## src/rtl/hba_master_ctrl.sv

```systemverilog
// HBA bus master: accepts one command at a time, arbitrates for the bus, runs a
// single select/xferack transfer and returns read data or a timeout flag.
module hba_master_ctrl #(
    parameter int unsigned DBUS_WIDTH     = 8,
    parameter int unsigned ADDR_WIDTH     = 12,
    parameter int unsigned TIMEOUT_CYCLES = 255
) (
    input  logic                  hba_clk,
    input  logic                  hba_reset_n,
    input  logic                  cmd_valid,
    output logic                  cmd_ready,
    input  logic                  cmd_rnw,
    input  logic [ADDR_WIDTH-1:0] cmd_addr,
    input  logic [DBUS_WIDTH-1:0] cmd_wdata,
    output logic                  rsp_valid,
    input  logic                  rsp_ready,
    output logic [DBUS_WIDTH-1:0] rsp_rdata,
    output logic                  rsp_timeout,
    output logic                  master_request,
    input  logic                  hba_mgrant,
    output logic                  master_select,
    output logic                  master_rnw,
    output logic [ADDR_WIDTH-1:0] master_abus,
    output logic [DBUS_WIDTH-1:0] master_dbus,
    input  logic                  hba_xferack,
    input  logic [DBUS_WIDTH-1:0] hba_dbus_slave
);

    localparam int unsigned CNT_W = $clog2(TIMEOUT_CYCLES + 1);
    localparam logic [CNT_W-1:0] CNT_LAST = CNT_W'(TIMEOUT_CYCLES - 1);

    localparam logic [1:0] IDLE = 2'd0;
    localparam logic [1:0] REQ  = 2'd1;
    localparam logic [1:0] XFER = 2'd2;
    localparam logic [1:0] RESP = 2'd3;

    logic [1:0]            state_q, state_d;
    logic [CNT_W-1:0]      cnt_q, cnt_d;
    logic                  rnw_q;
    logic [ADDR_WIDTH-1:0] addr_q;
    logic [DBUS_WIDTH-1:0] wdata_q;
    logic [DBUS_WIDTH-1:0] rdata_d;
    logic                  timeout_d;
    logic                  accept;

    assign accept = (state_q == IDLE) && cmd_ready && cmd_valid;

    always_comb begin
        state_d   = state_q;
        cnt_d     = cnt_q;
        rdata_d   = rsp_rdata;
        timeout_d = rsp_timeout;
        case (state_q)
            IDLE: begin
                if (accept) state_d = REQ;
            end
            REQ: begin
                if (hba_mgrant) state_d = XFER;
            end
            XFER: begin
                cnt_d = cnt_q + CNT_W'(1);
                // An ack on the final counted cycle still completes normally.
                if (hba_xferack) begin
                    rdata_d   = rnw_q ? hba_dbus_slave : '0;
                    timeout_d = 1'b0;
                    state_d   = RESP;
                end else if (cnt_q == CNT_LAST) begin
                    rdata_d   = '0;
                    timeout_d = 1'b1;
                    state_d   = RESP;
                end
            end
            RESP: begin
                if (rsp_ready) begin
                    state_d   = IDLE;
                    cnt_d     = '0;
                    rdata_d   = '0;
                    timeout_d = 1'b0;
                end
            end
            default: state_d = IDLE;
        endcase
    end

    always_ff @(posedge hba_clk or negedge hba_reset_n) begin
        if (!hba_reset_n) begin
            rnw_q   <= 1'b0;
            addr_q  <= '0;
            wdata_q <= '0;
        end else if (accept) begin
            rnw_q   <= cmd_rnw;
            addr_q  <= cmd_addr;
            wdata_q <= cmd_wdata;
        end
    end

    // Outputs are registered from the next state so every bus signal is a flop.
    always_ff @(posedge hba_clk or negedge hba_reset_n) begin
        if (!hba_reset_n) begin
            state_q        <= IDLE;
            cnt_q          <= '0;
            cmd_ready      <= 1'b0;
            rsp_valid      <= 1'b0;
            rsp_rdata      <= '0;
            rsp_timeout    <= 1'b0;
            master_request <= 1'b0;
            master_select  <= 1'b0;
            master_rnw     <= 1'b0;
            master_abus    <= '0;
            master_dbus    <= '0;
        end else begin
            state_q        <= state_d;
            cnt_q          <= cnt_d;
            cmd_ready      <= (state_d == IDLE);
            rsp_valid      <= (state_d == RESP);
            rsp_rdata      <= rdata_d;
            rsp_timeout    <= timeout_d;
            master_request <= (state_d == REQ) || (state_d == XFER);
            master_select  <= (state_d == XFER);
            master_rnw     <= (state_d == XFER) && rnw_q;
            master_abus    <= (state_d == XFER) ? addr_q : '0;
            master_dbus    <= ((state_d == XFER) && !rnw_q) ? wdata_q : '0;
        end
    end

endmodule
```

## config.mk

```make
export PLATFORM = sky130hd
export DESIGN_NAME = hba_master_ctrl
export DESIGN_NICKNAME = d
export VERILOG_FILES = /design/src/rtl/hba_master_ctrl.sv
export SDC_FILE = /design/constraint.sdc
export NUM_CORES = 1
export LEC_CHECK = 0
export CAP_MARGIN = 5
export CORE_MARGIN = 2
export CORE_UTILIZATION = 48
export DETAILED_ROUTE_END_ITERATION = 16
export PLACE_DENSITY = 0.87
export SLEW_MARGIN = 40
export SYNTH_ARGS = -nofsm -noshare
export SYNTH_HDL_FRONTEND = slang
export SYNTH_SLANG_ARGS = --single-unit
```

## constraint.sdc

```tcl
create_clock -name hba_clk -period 2.6 [get_ports hba_clk]
set_input_delay 0.65 -clock hba_clk [delete_from_list [all_inputs] [get_ports hba_clk]]
set_output_delay 0.65 -clock hba_clk [all_outputs]
set_load 0.005 [all_outputs]
```

==> results.sh <==
export IMPL_start_util=0.507
export IMPL_cts_tree="yes"
export IMPL_synth_ff_type="dfrtp_1"
export IMPL_dr_pass1_iters=4
export IMPL_holdCritPathClass="input port to asynchronous set/reset pin"
export IMPL_leakage_nw=1.59
export IMPL_coreArea_sq_um=5200
export IMPL_cts_setup_buffers=0
export IMPL_detail_route_wirelength_um=5540
export IMPL_io_pin_count=69
export IMPL_nets=320
export IMPL_dp_slack_ns=0.178
export IMPL_async_flop_share=1.00
export IMPL_timing_rr_end="master_dbus[6]"
export IMPL_design_area_sq_um=3640
export IMPL_path_buf_inv=2
export IMPL_endpoint="master_dbus[6]"
export IMPL_cts_reportedPaths_clkPinSlew_ns=0.07
export IMPL_viasPerCell=5.16
export IMPL_cts_made_buffers=9
export IMPL_ant_nets=0
export IMPL_drtIter0Drc=119
export IMPL_cp_max_fo=8
export IMPL_crit_type="input port to flop"
export IMPL_antenna_cells=0
export IMPL_layout_min_cycle_time_ns=2.08
export IMPL_crit_cells=8
export IMPL_synth_area_per_cell_sq_um=12.9
export IMPL_rsz0062_at_grt="false"
export IMPL_slew_violations=0
export IMPL_crit_path_start="hba_xferack"
export IMPL_drive_gt1_frac=0.168
export IMPL_grt_max_degree=40
export IMPL_timing_rr_start="cnt_q[0]"
export IMPL_die_x_um=78.1
export IMPL_synth_edff_count=0
export IMPL_drcViolationCount=0
export IMPL_port_buffers=68
export IMPL_clock_sinks=65
export IMPL_finalClockSkew_ns=0.00767
export IMPL_crit_path_top_delay_cell="clkdlybuf4s50_1"
export IMPL_slew_headroom=0.592
export IMPL_crit_required_ns=2.88
export IMPL_setup_viol=0
export IMPL_antenna_found_initial=0
export IMPL_max_stage_delay_ns=0.43
export IMPL_rows=26
export IMPL_final_period_utilization=0.800
export IMPL_ys_seq_area_frac=0.616
export IMPL_synth_cell_types=34
export IMPL_syn_to_final_growth_pct=38.1
export IMPL_cts_resized=0
export IMPL_n_fill_cell=380
export IMPL_seq_area_sq_um=1630
export IMPL_drv_cap=0
export IMPL_gr_total_overflow=0
export IMPL_placed_area_sq_um=3420
export IMPL_rrSetupSlack_ns=0.53
export IMPL_syn_inst=204
export IMPL_worst_setup_path_end_kind="flop"
export IMPL_dr_total_vias=1831
export IMPL_place_gp_congestion=0.851
export IMPL_finalHoldViolations=0
export IMPL_netlist_area_sq_um=2640
export IMPL_final_common_cell="clkdlybuf4s50_1"
export IMPL_synth_warnings=0
export IMPL_die_height_um=78.1
export IMPL_cp_top_family="buffers and inverters"
export IMPL_crit_chain="clkdlybuf4s50_1 > nor2_1 > o21ai_0 > a311oi_1 > ha_1 > nor2b_1 > buf_4 > and2_1"
export IMPL_rr_worst_depth=9
export IMPL_wire_per_inst_um=15.6
export IMPL_grt_pass1_wl_um=9140
export IMPL_layout_setup_ws_ns=0.520
export IMPL_status="complete, no violations"
export IMPL_synth_seq_cells=65
export IMPL_power_density_nw_per_um2=1130
export IMPL_crit_path_start_kind="input port"
export IMPL_track_usage=0.199
export IMPL_htree_levels=3
export IMPL_dp_hpwl_um=3840
export IMPL_fin_setup_tns_ns=0
export IMPL_clock_latency_ns=0.34
export IMPL_cts_root_buffer="clkbuf_8"
export IMPL_dieArea_sq_um=6110
export IMPL_fmax_ghz=0.481
export IMPL_worstMarginPinSlew_ns=0.611
export IMPL_most_common_layout_cells="clkdlybuf4s50_1, dfrtp_1, and2_1"
export IMPL_holdBufCountCts=0
export IMPL_multi_input_area_sq_um=950
export IMPL_peakVddDrop_mv=0.697
export IMPL_syn_nets=244
export IMPL_worst_ep_arrival_time_ns=2.36
export IMPL_clockBufferDepth=2
export IMPL_first_global_vias=1897
==> final cells by class <==
type / count / area share
Clock buffer: 10 / 0.0378
Clock inverter: 6 / 0.0251
Tap cell: 70 / 0.0240
Inverter: 5 / 0.00515
Multi-Input combinational cell: 125 / 0.261
Sequential cell: 65 / 0.446
Timing Repair Buffer: 74 / 0.201
==> worst reg2reg max path, cell delays in order, from the launching register on <==
cell and delay (ns):
dfrtp_1 0.46, inv_1 0.07, ha_1 0.20, nand3_1 0.11
o21ai_0 0.12, a311oi_1 0.43, ha_1 0.23, nor2b_1 0.13
buf_4 0.14, and2_1 0.13
==> where the power goes <==
group	leakage (nW)	switching [mW]	internal (mW)	total (mW)
Clock	0.105	0.394	0.567	0.961
Combinational	0.664	0.532	0.861	1.39
Sequential	0.823	0.306	1.46	1.77
==> synthesized netlist by cell type (2+ instances only) <==
library cell / instances / share of area
a21oi_1: 2 / 0.0038
and2_1: 21 / 0.050
buf_2: 4 / 0.0076
buf_4: 3 / 0.0085
clkbuf_1: 2 / 0.0028
dfrtp_1: 65 / 0.62
ha_1: 5 / 0.024
inv_1: 5 / 0.0071
mux2_2: 20 / 0.085
mux2i_1: 2 / 0.0076
nand2_1: 15 / 0.021
nand3_1: 14 / 0.027
nand3b_1: 7 / 0.020
nor2_1: 2 / 0.0028
o211ai_1: 10 / 0.028
o21a_1: 2 / 0.0057
o21ai_0: 6 / 0.011
o31ai_1: 2 / 0.0057
or3_1: 2 / 0.0047
==> how the worst min path moves through the flow <==
stage	start	endpoint	slack (ns)	cells past startpoint
final	hba_reset_n	master_abus[5]	0.32	1
after global routing	hba_reset_n	master_abus[4]	0.35	1
after CTS	hba_reset_n	master_abus[5]	0.32	1
after detailed placement	addr_q[9]	master_abus[9]	0.46	1
after global placement	addr_q[0]	master_abus[0]	0.45	1
after floorplan	hba_reset_n	addr_q[0]	0.35	0
==> through the flow <==
step	util	cells	hold WS, ns	power (mW)
after floorplan	-	204	0.354	2.45
after global placement	0.656	339	0.454	3.10
after detailed placement	0.656	339	0.462	3.19
after CTS	0.700	355	0.324	4.17
after global routing	0.700	355	0.350	4.39
final	0.700	355	0.315	4.12
==> layer usage <==
metal  global-route usage  part of all wire  routed length, um
met4                0.116             0.026                145
met5                    0                 0                  0
met1                0.239              0.41               2290
met2                0.331              0.52               2890
met3               0.0448             0.039                215
==> flip-flops by register name, indices dropped and copies added, names as in the netlist <==
register	flops
master_rnw	1
master_select	1
rsp_timeout	1
state_q	2
rnw_q	1
master_dbus	8
master_abus	12
cmd_ready	1
master_request	1
rsp_rdata	8
cnt_q	8
rsp_valid	1
wdata_q	8
addr_q	12
==> kinds of logic after synthesis <==
logic type / share of synthesized area
flip-flops: 0.616
buffers and inverters: 0.0261
multiplexers: 0.103
AO/OA/AOI/OAI: 0.0654
AND/OR/NAND/NOR: 0.165
adder cells (fa/ha/maj): 0.0237
No activity file was read; power rests on OpenSTA's default activity.
